<file path="src/rtl/uart_tx_ctrl.sv">
// UART transmit frame sequencer: start bit, LSB-first data, optional parity, stop bit(s).
// Runs on the baud clock, so each CLK cycle is one serial bit time.
module uart_tx_ctrl #(
    parameter int unsigned DATA_WIDTH = 8,
    parameter int unsigned STOP_BITS  = 1
) (
    input  logic                  CLK,
    input  logic                  RST,
    input  logic [DATA_WIDTH-1:0] P_DATA,
    input  logic                  DATA_VALID,
    input  logic                  PAR_EN,
    input  logic                  PAR_bit,
    output logic                  TX_OUT,
    output logic                  BUSY,
    output logic                  FRAME_DONE
);

    localparam int unsigned     CntW     = (DATA_WIDTH > 1) ? $clog2(DATA_WIDTH) : 1;
    localparam logic [CntW-1:0] CntLast  = CntW'(DATA_WIDTH - 1);
    localparam logic            StopLast = 1'(STOP_BITS - 1);

    // The state names the bit currently being driven on TX_OUT.
    typedef enum logic [2:0] {
        StIdle,
        StStart,
        StData,
        StParity,
        StStop
    } state_e;

    state_e                state_q;
    logic [DATA_WIDTH-1:0] shreg_q;
    logic [CntW-1:0]       cnt_q;
    logic                  stop_cnt_q;
    logic                  par_en_q;

    always_ff @(posedge CLK or negedge RST) begin
        if (!RST) begin
            state_q    <= StIdle;
            shreg_q    <= '0;
            cnt_q      <= '0;
            stop_cnt_q <= 1'b0;
            par_en_q   <= 1'b0;
            TX_OUT     <= 1'b1;
            BUSY       <= 1'b0;
            FRAME_DONE <= 1'b0;
        end else begin
            FRAME_DONE <= 1'b0;
            unique case (state_q)
                StIdle: begin
                    TX_OUT <= 1'b1;
                    if (DATA_VALID) begin
                        shreg_q  <= P_DATA;
                        par_en_q <= PAR_EN;
                        TX_OUT   <= 1'b0;
                        BUSY     <= 1'b1;
                        state_q  <= StStart;
                    end
                end
                StStart: begin
                    TX_OUT  <= shreg_q[0];
                    shreg_q <= shreg_q >> 1;
                    cnt_q   <= '0;
                    state_q <= StData;
                end
                StData: begin
                    if (cnt_q != CntLast) begin
                        TX_OUT  <= shreg_q[0];
                        shreg_q <= shreg_q >> 1;
                        cnt_q   <= cnt_q + CntW'(1);
                    end else if (par_en_q) begin
                        TX_OUT  <= PAR_bit;
                        state_q <= StParity;
                    end else begin
                        TX_OUT     <= 1'b1;
                        stop_cnt_q <= 1'b0;
                        state_q    <= StStop;
                    end
                end
                StParity: begin
                    TX_OUT     <= 1'b1;
                    stop_cnt_q <= 1'b0;
                    state_q    <= StStop;
                end
                StStop: begin
                    TX_OUT <= 1'b1;
                    if (stop_cnt_q != StopLast) begin
                        stop_cnt_q <= stop_cnt_q + 1'b1;
                    end else begin
                        // Completion edge is not an IDLE edge, so it never accepts a request.
                        BUSY       <= 1'b0;
                        FRAME_DONE <= 1'b1;
                        state_q    <= StIdle;
                    end
                end
                default: begin
                    TX_OUT  <= 1'b1;
                    BUSY    <= 1'b0;
                    state_q <= StIdle;
                end
            endcase
        end
    end

endmodule
</file>
<file path="config.mk">
export PLATFORM = sky130hd
export DESIGN_NAME = uart_tx_ctrl
export DESIGN_NICKNAME = d
export VERILOG_FILES = /design/src/rtl/uart_tx_ctrl.sv
export SDC_FILE = /design/constraint.sdc
export NUM_CORES = 1
export LEC_CHECK = 0
export BUFFER_PORTS_ARGS = -buffer_cell sky130_fd_sc_hd__buf_2
export CORE_ASPECT_RATIO = 1.25
export CORE_MARGIN = 2
export CORE_UTILIZATION = 37
export DETAILED_ROUTE_END_ITERATION = 10
export GPL_ROUTABILITY_DRIVEN = 0
export GPL_TIMING_DRIVEN = 0
export SLEW_MARGIN = 20
export SYNTH_ARGS = -nofsm -noshare
export SYNTH_HDL_FRONTEND = slang
export SYNTH_SLANG_ARGS = --single-unit
</file>
<file path="constraint.sdc">
create_clock -name CLK -period 4 [get_ports CLK]
set_input_delay 0.6 -clock CLK [delete_from_list [all_inputs] [get_ports CLK]]
set_output_delay 0.6 -clock CLK [all_outputs]
set_load 0.01 [all_outputs]
</file>
== After elaboration in Yosys (flattened, before gate mapping) ==
Cells that the tools add are included.
Operators by class
  $add $sub $neg: 2
  equality and inequality tests: 10
  multiplexer cells: 23
  bitwise gates (word level): 1
  reduce and logical (&&, ||, !) cells: 11
Operators by type and width (number)
  one-hot mux 8 bit (3 select lines): 1
  two-way mux 8 bit: 2
  two-way mux 3 bit: 5
  one-hot mux 3 bit (5 select lines): 1
  AND reduction 3 bit: 4
  two-way mux 1 bit: 10
  inequality test 2 bit, second input constant: 5
  one-hot mux 1 bit (3 select lines): 3
  equality test 3 x 2 -> 1 bit, second input constant: 2
  one-hot mux 3 bit (2 select lines): 1
  nonzero test 3 bit: 2
  AND reduction 2 bit: 2
  adder 3 x 1 -> 3 bit, second input constant: 1
  equality test 3 x 1 -> 1 bit, second input constant: 1
  equality test 3 bit, second input constant: 1
  logical NOT 3 bit: 1
  inequality test 3 bit, second input constant: 1
  OR reduction 3 bit: 1
  nonzero test 2 bit: 1
  adder 1 bit, second input constant: 1
  inverter 1 bit: 1
Storage, ports and cells
  register bits: 19
  output and inout port bits: 3
  word-level logic and storage cells: 55

== Logic depth before layout (Yosys ltp) ==
  depth after elaboration: 4
  gate-level depth with buffers: 6

== Worst setup path after synthesis ==
Ideal clock, no wire load.
  path type: reg-to-reg
  start: reg cnt_q[0]
  end: reg shreg_q[0]
  setup time: 0.132 ns
  data arrival time: 1.680 ns
  setup slack: 2.188 ns
  cell stages (with the launch flop): 7
  path buffers: 1
  path through: dfrtp_1 ha_1 ha_1 or3b_1 buf_6 a221oi_1 a2bb2oi_1
On the way
  cells in the longest elaborated chain, start to end: 3
Ends and longest elaborated chain
  start: declaration: RTL line 33  | logic [CntW-1:0] cnt_q;
  start signal: assignment: RTL line 70  | cnt_q <= cnt_q + CntW'(1);
  inequality test 3 bit: RTL line 67  | if (cnt_q != CntLast) begin
  inequality test 2 bit (no source line)
  AND reduction 3 bit (no source line)
  end signal: assignment: RTL line 62  | shreg_q <= shreg_q >> 1;
  end signal: assignment: RTL line 69  | shreg_q <= shreg_q >> 1;
  end: declaration: RTL line 32  | logic [DATA_WIDTH-1:0] shreg_q;
Every way passes these cells.
A chain may end at the register's enable or synchronous reset.

== Worst setup path after layout ==
  start: reg cnt_q[0]
  end: reg shreg_q[1]
The elaborated chain is that of the path after synthesis.

==> qor.yml <==
power.leakage_nw: 0.474
tritoncts: "built"
avgSynthCellArea_um2: 10.8
crit_family: "adder cells"
post-dp-hpwl_um: 1370
ios: 16
crit_arrival_ps: 2200
clk_path_buf_depth: 2
skew_ps: 2.27
stdcell_count: 138
run_status: "completed"
cp_common_cell: "ha_1"
synth_fp_nets: 101
clk_latency_ps: 290
antenna_found_initial: 0
setup_viol: 0
avgRoutedWirePerCell_um: 13.6
grt.met2_usage_pct: 24.9
root_buffer: "clkbuf_4"
portBuffers: 15
ys.flop_type: "dfrtp_1"
die_h_um: 60.1
max_stage_delay_ps: 420
grt_pass1_wl_um: 3270
cts.repair.resized: 0
clk_pin_slew_ps: 100
cts.sink_count: 18
ir_worst_vdd_mv: 0.386
ctsHtreeMaxLevel: 1
grt_overflow: 0
async_reset_ff_share_pct: 100
r2r_slack_ps: 2010
ys_types: 33
first_iter_violations: 26
grt_max_degree: 19
drive_gt1_share_pct: 23.8
worst_r2r_path_depth: 6
diodes: 0
grt_pass1_vias: 747
powerDensity_nw_per_um2: 814
die_area_um2: 2940
synth_edf_count: 0
ys_ff_latch: 18
grt_use_met1_pct: 18.3
layout_common_cells: "dfrtp_1 (17), buf_2 (15), o21ai_0 (10)"
crit_required_ps: 4210
synth_seq_area_share_pct: 48.5
worstMarginPinSlew_ps: 500
fmax_mhz: 503
critical_path_class: "reg2reg"
critical-path-slowest-cell: "dfrtp_1"
via_per_inst: 5.51
drcViolationCount: 0
hold_viol_final: 0
nets: 121
crit_chain: "ha_1 -> ha_1 -> or3b_1 -> buf_6 -> a21oi_4 -> a2bb2oi_1"
critical_path.startpoint: "cnt_q[0]$_DFFE_PN0P_"
layout_commonest_cell: "dfrtp_1"
start_kind: "register"
r2r-start: "cnt_q[0]$_DFFE_PN0P_"
start_util_pct: 38.8
endpoint: "shreg_q[1]$_DFFE_PN0P_"
postRouteAntennaNets: 0
endpoint_kind: "register"
vias: 761
mappedNetlistArea_um2: 932
fin_crit_sh_pct: 49.7
slew_headroom_pct: 66.6
path_depth: 6
r2r_end: "shreg_q[1]$_DFFE_PN0P_"
cp_max_fo: 8
cts_buffers: 3
rsz0062_at_grt: "no"
area_growth_pct: 16.4
rows: 20
busiest_layer: "met2"
maxCapViolations: 0
synth_cells: 86
dr.pass1.iters: 4
cts_setup_buffers: 0
nFillCells: 261
dp.cells: 134
yosysWarnings: 0
setup_tns_ps: 0
cts-hold-fix-buffers: 0
drv_slew: 0
drt_wl_total_um: 1870
core_area_um2: 2400
fin_crit_ps: 1990
critPathBufInv: 1
die_x_um: 48.9
globalRouteMet3Util_pct: 2.50
worstHoldPathType: "in2async"
track_usage_pct: 14.7
==> registers in the layout (all words and copies together) (netlist names) <==
register / cells
cnt_q: 3
par_en_q: 1
shreg_q: 8
state_q: 3
BUSY: 1
TX_OUT: 1
FRAME_DONE: 1
==> cells in the mapped netlist, types with 2 or more instances <==
library cell | number | share of area [%]
o21ai_0 | 10 | 5.4
a21oi_1 | 4 | 2.1
a22oi_1 | 2 | 1.6
buf_6 | 2 | 2.4
a221oi_1 | 7 | 6.6
dfrtp_1 | 17 | 46
a2bb2oi_1 | 7 | 6.6
inv_1 | 3 | 1.2
nor3_1 | 2 | 1.1
nand2_1 | 3 | 1.2
o2bb2ai_1 | 3 | 2.8
clkbuf_1 | 3 | 1.2
and3_1 | 2 | 1.3
ha_1 | 2 | 2.7
==> routing by layer <==
layer | up-vias | share of wire, %
met1 | 372 | 45
met2 | 17 | 49
met4 | 0 | 1.5
met5 | - | 0
met3 | 4 | 4.3
li1 | 368 | -
==> area by class of cell <==
class / instances / area (µm²) / share of cell area (%)
Timing Repair Buffer: 15 / 75.1 / 6.92
Multi-Input combinational cell: 58 / 424 / 39.1
Tap cell: 33 / 41.3 / 3.81
Buffer: 6 / 41.3 / 3.81
Sequential cell: 18 / 452 / 41.6
Clock buffer: 4 / 36.3 / 3.34
Inverter: 4 / 15.0 / 1.38
==> cells by family (layout without fill, tap and decap cells) <==
| kind of cell | after synthesis | count (layout) | share of synthesized area (%) |
|---|---|---|---|
| muxes | 1 | 1 | 1.07 |
| DFF | 18 | 18 | 48.5 |
| adders and majority gates | 2 | 2 | 2.68 |
| xor gates and xnor gates | 2 | 2 | 1.88 |
| and+or+nand+nor | 14 | 14 | 8.59 |
| buffers and inverters | 10 | 29 | 6.04 |
| AOI/OAI and AO/OA | 39 | 39 | 31.3 |
==> through the flow <==
step	hold WS (ps)	power (mW)	area [µm²]	utilization, %	setup slack [ps]
2_1_floorplan	304	0.676	932	-	2190
3_3_place_gp	478	0.769	1050	43.6	2080
3_5_place_dp	491	0.781	1050	43.6	2040
4_1_cts	224	0.896	1080	45.2	1980
5_1_grt	234	0.964	1080	45.2	1880
6_report	227	0.883	1080	45.2	2010
==> where the power goes <==
part | switching [mW] | leakage [nW] | internal, mW
clock network | 0.0546 | 0.0210 | 0.0555
logic | 0.242 | 0.236 | 0.214
registers | 0.0482 | 0.217 | 0.269
==> worst min path at each step <==
stage,start,endpoint,cells past startpoint
6_report,RST,shreg_q[5]$_DFFE_PN0P_,1
5_1_grt,RST,shreg_q[5]$_DFFE_PN0P_,1
4_1_cts,RST,shreg_q[5]$_DFFE_PN0P_,1
3_5_place_dp,BUSY$_DFFE_PN0P_,BUSY$_DFFE_PN0P_,2
3_3_place_gp,BUSY$_DFFE_PN0P_,BUSY$_DFFE_PN0P_,2
2_1_floorplan,RST,BUSY$_DFFE_PN0P_,0
No activity file was read; power rests on OpenSTA's default activity.
